File: src/rtl/mmio_timer_pkg.sv
// mmio_timer_pkg: FSM states, register offsets and CTRL bit positions for mmio_timer
package mmio_timer_pkg;
    typedef enum logic [1:0] {IDLE, RUN, EXPIRED} state_t;
    localparam logic [1:0] OFF_CTRL   = 2'd0;
    localparam logic [1:0] OFF_LOAD   = 2'd1;
    localparam logic [1:0] OFF_COUNT  = 2'd2;
    localparam logic [1:0] OFF_STATUS = 2'd3;
    localparam int CTRL_EN    = 0;
    localparam int CTRL_AUTO  = 1;
    localparam int CTRL_IE    = 2;
    localparam int CTRL_PRESC = 8;
endpackage

File: src/rtl/timer_prescaler.sv
// timer_prescaler: emits one tick every presc+1 cycles while run is high
module timer_prescaler #(
    parameter int PRESC_W = 8
) (
    input  logic               clk,
    input  logic               rst_n,
    input  logic               clr,
    input  logic               run,
    input  logic [PRESC_W-1:0] presc,
    output logic               tick
);
    logic [PRESC_W-1:0] presc_cnt;
    assign tick = run && presc_cnt == presc;
    always_ff @(posedge clk or negedge rst_n) begin
        if (!rst_n) presc_cnt <= '0;
        else if (clr) presc_cnt <= '0;
        else if (run) presc_cnt <= tick ? '0 : presc_cnt + 1'b1;
    end
endmodule

File: src/rtl/mmio_timer.sv
// mmio_timer: memory-mapped down-counting timer with prescaler, auto-reload and level interrupt
module mmio_timer
    import mmio_timer_pkg::*;
#(
    parameter int PRESC_W = 8
) (
    input  logic        clk,
    input  logic        rst_n,
    input  logic        we,
    input  logic [1:0]  addr,
    input  logic [31:0] wdata,
    output logic [31:0] rdata,
    output logic        irq
);
    state_t             state;
    logic               en, auto, ie, exp;
    logic [PRESC_W-1:0] presc;
    logic [31:0]        load, count;
    logic               ctrl_wr, load_wr, tick, expire, start;
    assign ctrl_wr = we && addr == OFF_CTRL;
    assign load_wr = we && addr == OFF_LOAD;
    assign expire  = tick && count <= 32'd1;
    assign start   = ctrl_wr && wdata[CTRL_EN] && state != RUN;
    assign irq     = exp & ie;
    timer_prescaler #(.PRESC_W(PRESC_W)) u_presc (
        .clk   (clk),
        .rst_n (rst_n),
        .clr   (start),
        .run   (state == RUN),
        .presc (presc),
        .tick  (tick)
    );
    always_comb begin
        rdata = addr == OFF_CTRL  ? (32'(presc) << CTRL_PRESC) | 32'({ie, auto, en}) :
                addr == OFF_LOAD  ? load :
                addr == OFF_COUNT ? count : {31'b0, exp};
    end
    // CTRL writes take priority over tick-driven changes; expiry always sets EXP.
    always_ff @(posedge clk or negedge rst_n) begin
        if (!rst_n) begin
            state <= IDLE;
            en    <= 1'b0;
            auto  <= 1'b0;
            ie    <= 1'b0;
            presc <= '0;
            load  <= '0;
            count <= '0;
            exp   <= 1'b0;
        end else begin
            if (ctrl_wr) begin
                auto  <= wdata[CTRL_AUTO];
                ie    <= wdata[CTRL_IE];
                presc <= wdata[CTRL_PRESC +: PRESC_W];
            end
            if (load_wr) load <= wdata;
            if (we && addr == OFF_STATUS && wdata[0]) exp <= 1'b0;
            if (expire) exp <= 1'b1;
            if (ctrl_wr && !wdata[CTRL_EN]) begin
                state <= IDLE;
                en    <= 1'b0;
            end else if (start) begin
                state <= RUN;
                en    <= 1'b1;
                count <= load;
            end else if (tick) begin
                if (count > 32'd1) count <= count - 32'd1;
                else if (auto) count <= load_wr ? wdata : load;
                else begin
                    count <= '0;
                    en    <= 1'b0;
                    state <= EXPIRED;
                end
            end
        end
    end
endmodule

File: config.mk
export PLATFORM = sky130hd
export DESIGN_NAME = mmio_timer
export DESIGN_NICKNAME = d
export VERILOG_FILES = /design/src/rtl/mmio_timer_pkg.sv /design/src/rtl/timer_prescaler.sv /design/src/rtl/mmio_timer.sv
export SDC_FILE = /design/constraint.sdc
export NUM_CORES = 1
export LEC_CHECK = 0
export ABC_CLOCK_PERIOD_IN_PS = 2200
export BUFFER_PORTS_ARGS = -buffer_cell sky130_fd_sc_hd__buf_2
export CORE_ASPECT_RATIO = 0.8
export CORE_MARGIN = 2
export CORE_UTILIZATION = 50
export DETAILED_ROUTE_END_ITERATION = 6
export PLACE_DENSITY = 0.74
export SYNTH_ARGS = -nofsm -noshare
export SYNTH_HDL_FRONTEND = slang
export SYNTH_SLANG_ARGS = --single-unit
File: constraint.sdc
create_clock -name clk -period 2.2 [get_ports clk]
set_input_delay 0.33 -clock clk [delete_from_list [all_inputs] [get_ports clk]]
set_output_delay 0.33 -clock clk [all_outputs]
set_load 0.02 [all_outputs]
; ---- Yosys cells after proc, flatten, opt, wreduce, memory -nomap -nowiden
; Cells that the tools add are included.
[op_classes]
n_lt_le_gt_ge = 2
reduce_logical = 17
add_sub_neg = 2
n_bitwise = 3
n_eq_ne = 8
muxes = 23
[op_table]
columns = cell, n
row1 = $mux 32, 8
row2 = $gt 32x1->1 const B, 1
row3 = $le 32x1->1 const B, 1
row4 = $sub 32x1->32 const B, 1
row5 = $mux 8, 3
row6 = $or 16x3->16, 1
row7 = $mux 2, 5
row8 = $logic_and 1x1->1, 9
row9 = $add 8x1->8 const B, 1
row10 = $eq 8x8->1, 1
row11 = $mux 1, 7
row12 = $reduce_bool 2->1, 3
row13 = $eq 2x1->1 const B, 2
row14 = $eq 2x2->1 const B, 2
row15 = $ne 3x1->1 const B, 1
row16 = $ne 3x3->1 const B, 1
row17 = $reduce_and 3->1, 1
row18 = $reduce_bool 3->1, 1
row19 = $logic_not 2->1, 1
row20 = $ne 2x1->1 const B, 1
row21 = $reduce_and 2->1, 1
row22 = $and 1x1->1, 1
row23 = $logic_not 1->1, 1
row24 = $not 1->1, 1
[totals]
register_bits = 86
output_inout_bits = 33
elab_cells = 64
inputBits = 37

; ---- Depth between registers and ports, before layout
[logic_depth]
word_depth = 7
depth_mapped = 11
depth_no_buf = 8

; ---- Modules after synthesis
; Synthesis repeated with hierarchy kept, for this count alone.
[hier_totals]
hier_cells = 565
area_unflattened_um2 = 5196.2
[modules_own_cells]
columns = mod, area_each_um2, cells_each, instances, seq_area_each_um2
row1 = mmio_timer, 4675.7, 514, 1, 1926.8
row2 = timer_prescaler, 520.5, 51, 1, 200.2

; ---- Worst setup path after synthesis
; Ideal clock, no wire load.
[synth_timing]
path_type = register to register
from = register count[16]
to = register count[0]
setup_slack_ps = -140
setup_ps = 123
arrival_time_ps = 2217
path_stages_with_launch = 10
synth_period_minus_slack_ps = 2340
cell_sequence = dfrtp_1 > buf_6 > or4_4 > buf_6 > nor4_4 > and3_1 > buf_6 > buf_2 > a31oi_1 > o221a_2
[synth_via]
elab_chain_cells = 4
[synth_rtl]
columns = item, line_no
row1 = start: declaration, mmio_timer.sv:18  ; logic [31:0] load, count;
row2 = start signal: assignment, mmio_timer.sv:64  ; count <= load;
row3 = start signal: assignment, mmio_timer.sv:66  ; if (count > 32'd1) count <= count - 32'd1;
row4 = start signal: assignment, mmio_timer.sv:67  ; else if (auto) count <= load_wr ? wdata : load;
row5 = $gt 32x1->1, mmio_timer.sv:66
row6 = $mux 32, mmio_timer.sv:66
row7 = $mux 32, mmio_timer.sv:65  ; end else if (tick) begin
row8 = $mux 32, mmio_timer.sv:61  ; end else if (start) begin
; No other way between the ends. The select of a mux whose other input is x is not followed.
; A chain may end at the register's enable or synchronous reset.

; ---- Worst setup path in the final report
[layout_timing]
from = register count[22]
to = register count[3]
; Same word-level chain as after synthesis.

==> impl_metrics.tcl <==
set metrics [dict create \
    cp-start-kind "register" \
    num_vias 5111 \
    seq_area_um2 2130 \
    rows 33 \
    grt_usage_pct 28.6 \
    final_area_um2 6810 \
    utilization_pct 67.0 \
    drc 0 \
    finalCritPeriodShare_pct 104 \
    whs_ps -12.4 \
    total_power_mw 6.86 \
    syn2layout_area_growth_pct 31.8 \
    fp.dieW_um 118 \
    fill_cells 787 \
    relSlewSlack_pct 59.7 \
    grt_pass1_wl_mm 25.4 \
    holdCritPathClass "input port to async pin" \
    async_reset_ff_share_pct 100 \
    cp_max_fo 5 \
    synth_edf_count 0 \
    skew_ps 11.3 \
    end_kind "register" \
    ant_nets 0 \
    firstDrtPassIters 5 \
    cts_buffers 9 \
    coreArea_um2 10200 \
    wl_mm 16.3 \
    initial_core_util_pct 50.8 \
    synth_area_per_cell_um2 9.52 \
    syn_inst 542 \
    leakage_nw 2.98 \
    hold_viol 11 \
    yosysSeqAreaShare_pct 41.2 \
    multiInputGateArea_um2 3030 \
    synth_cell_types 58 \
    ctsHoldBuffers 0 \
    tns_ps -1040 \
    syn_nets 582 \
    cp.arrival_ps 2500 \
    max_freq_mhz 438 \
    grt_max_degree 47 \
    gr-total-overflow 0 \
    cts_tree "done" \
    grt_antenna_before_repair 0 \
    grt_util_met2_pct 47.1 \
    cts_max_path_buffers 2 \
    clock_latency_ps 350 \
    critPathKind "register to register" \
    ioPinCount 70 \
    dieArea_um2 11200 \
    synth_area_um2 5160 \
    yosysTopAreaCellShare_pct 41.2 \
    clk_pin_slew_worst_paths_ps 70 \
    setup_ws_ps -81.7 \
    cts_root_buf "clkbuf_16" \
    dpl_worst_slack_ps -167 \
    violations "negative hold slack, negative setup slack" \
    cellPowerDensity_nw_per_um2 1010 \
    numPortBuffers 69 \
    met1_usage_pct 38.9 \
    status "finished, violations left" \
    synth_seq_cells 85 \
    cts.sinks 85 \
    grt_pass1_vias 5000 \
    setup_viol 25 \
    dp_hpwl_mm 10.6 \
    wl_per_cell_um 20.1 \
    drv_cap 0 \
    worstMarginPinSlew_ps 605 \
    required_ps 2420 \
    top_usage_layer "met2" \
    grt_setup_unrepaired "yes" \
    place_area_um2 6160 \
    drive_above_1_share_pct 38.4 \
    ys_warn_count 0 \
    slew_viol_final 0 \
    gp_congestion 0.921 \
    synth_area_leaders "dfrtp_1 41%, mux2_2 8.9%, o21ai_0 4.9%, a22o_1 4.2%, nor2_1 3.5%" \
    vdd_drop_max_mv 0.419 \
    yosys.area.top_type "dfrtp_1" \
    antenna_cells 0 \
    cts_max_level 3 \
    vias_per_cell 6.33 \
    grtUsageMet3_pct 5.19 \
    fp.dieH_um 94.9 \
    min_period_ps 2280 \
    nets 702 \
    drt-initial-drc-count 618 \
    synth_top_flop_cell "dfrtp_1" \
]
==> what timing repair did <==
item,4_1_cts,5_1_grt
resized for setup,18,48
endpoints found under the setup margin,33,35
pin swaps,11,24
buffers inserted,2,9
gates cloned,1,1
==> through the flow <==
stage | hold slack, ps | cells
global route | 40.5 | 807
global placement | 382 | 779
CTS | 15.6 | 798
floorplan | 34.4 | 542
finish | -12.4 | 807
detailed placement | 379 | 779
==> final timing paths <==
| kind | slack, ps | start | cells past startpoint | endpoint |
|---|---|---|---|---|
| setup / recovery | -80 | count[22] | 9 | count[3] |
| hold / removal | -10 | rst_n | 1 | count[16] |
| setup reg to reg | -80 | count[22] | 9 | count[3] |
| hold reg to reg | 510 | u_presc.presc_cnt[7] | 1 | u_presc.presc_cnt[7] |
| max in group asynchronous | 1580 | rst_n | 2 | count[28] |
| min in group clk | 230 | wdata[15] | 2 | presc[7] |
==> layout make-up <==
cell class,count,area share [%]
Clock buffer,10,3.51
Tap cell,140,2.57
Sequential cell,85,31.2
Clock inverter,6,0.680
Timing Repair Buffer,151,17.1
Inverter,8,0.441
Multi-Input combinational cell,407,44.4
==> report_power, final <==
group | switching (mW) | total [mW] | leakage (nW) | internal, mW
registers | 0.435 | 2.45 | 1.04 | 2.01
logic | 1.57 | 2.94 | 1.80 | 1.37
clock network | 0.671 | 1.48 | 0.141 | 0.806
total | 2.67 | 6.86 | 2.98 | 4.19
==> critical path, stage by stage (launching register included) <==
cell and delay [ps]:
dfrtp_1 400, or4_4 580, nor4_4 290, and3_4 290
buf_6 130, buf_12 120, buf_12 100, nor2_2 30
a31oi_1 140, o21ai_1 80
==> per-layer routing <==
metal,vias up,wire [um]
li1,2294,-
met1,2519,6990
met2,256,7610
met3,42,1310
met4,0,340
met5,-,0
==> state kept, by name, indices dropped and copies added, names as in the netlist <==
name,count
count,32
load,32
presc,8
u_presc.presc_cnt,8
state,2
auto,1
exp,1
ie,1
==> Yosys cell counts, drive strengths merged, types with 6 or more instances <==
master and n:
dfrtp 85, nand3 10, o31ai 19, o21ai 52, a21oi 19, nor2 49, or4 6, xor2 15
a221oi 7, a31oi 10, inv 8, mux2i 10, clkbuf 32, and3 7, mux2 41, a311oi 10
nand2 33, a22o 25, buf 10, a211oi 6, nor4 13, nor3 14
==> cell families after synthesis <==
kind of cell | Yosys count | synth area share, %
adder cells (fa/ha/maj) | 3 | 0.727
XOR/XNOR | 20 | 3.39
AO/OA/AOI/OAI | 172 | 22.8
AND/OR/NAND/NOR | 160 | 15.9
flip-flops | 85 | 41.2
multiplexers | 52 | 11.3
buffers and inverters | 50 | 4.68
==> cells in the final DEF, fill, tap and decap left out, types with 15 or more instances in the layout <==
cell     netlist  routed
dfrtp_1       85      85
buf_2          1      68
buf_4          3      61
nor2_1        48      45
mux2_2        41      41
o21ai_0       51      41
nand2_1       33      32
a22o_1        25      25
o31ai_1       19      17
a21oi_1       19      16
xor2_1        15      15
Note: power is estimated with default switching activity, not from simulation.
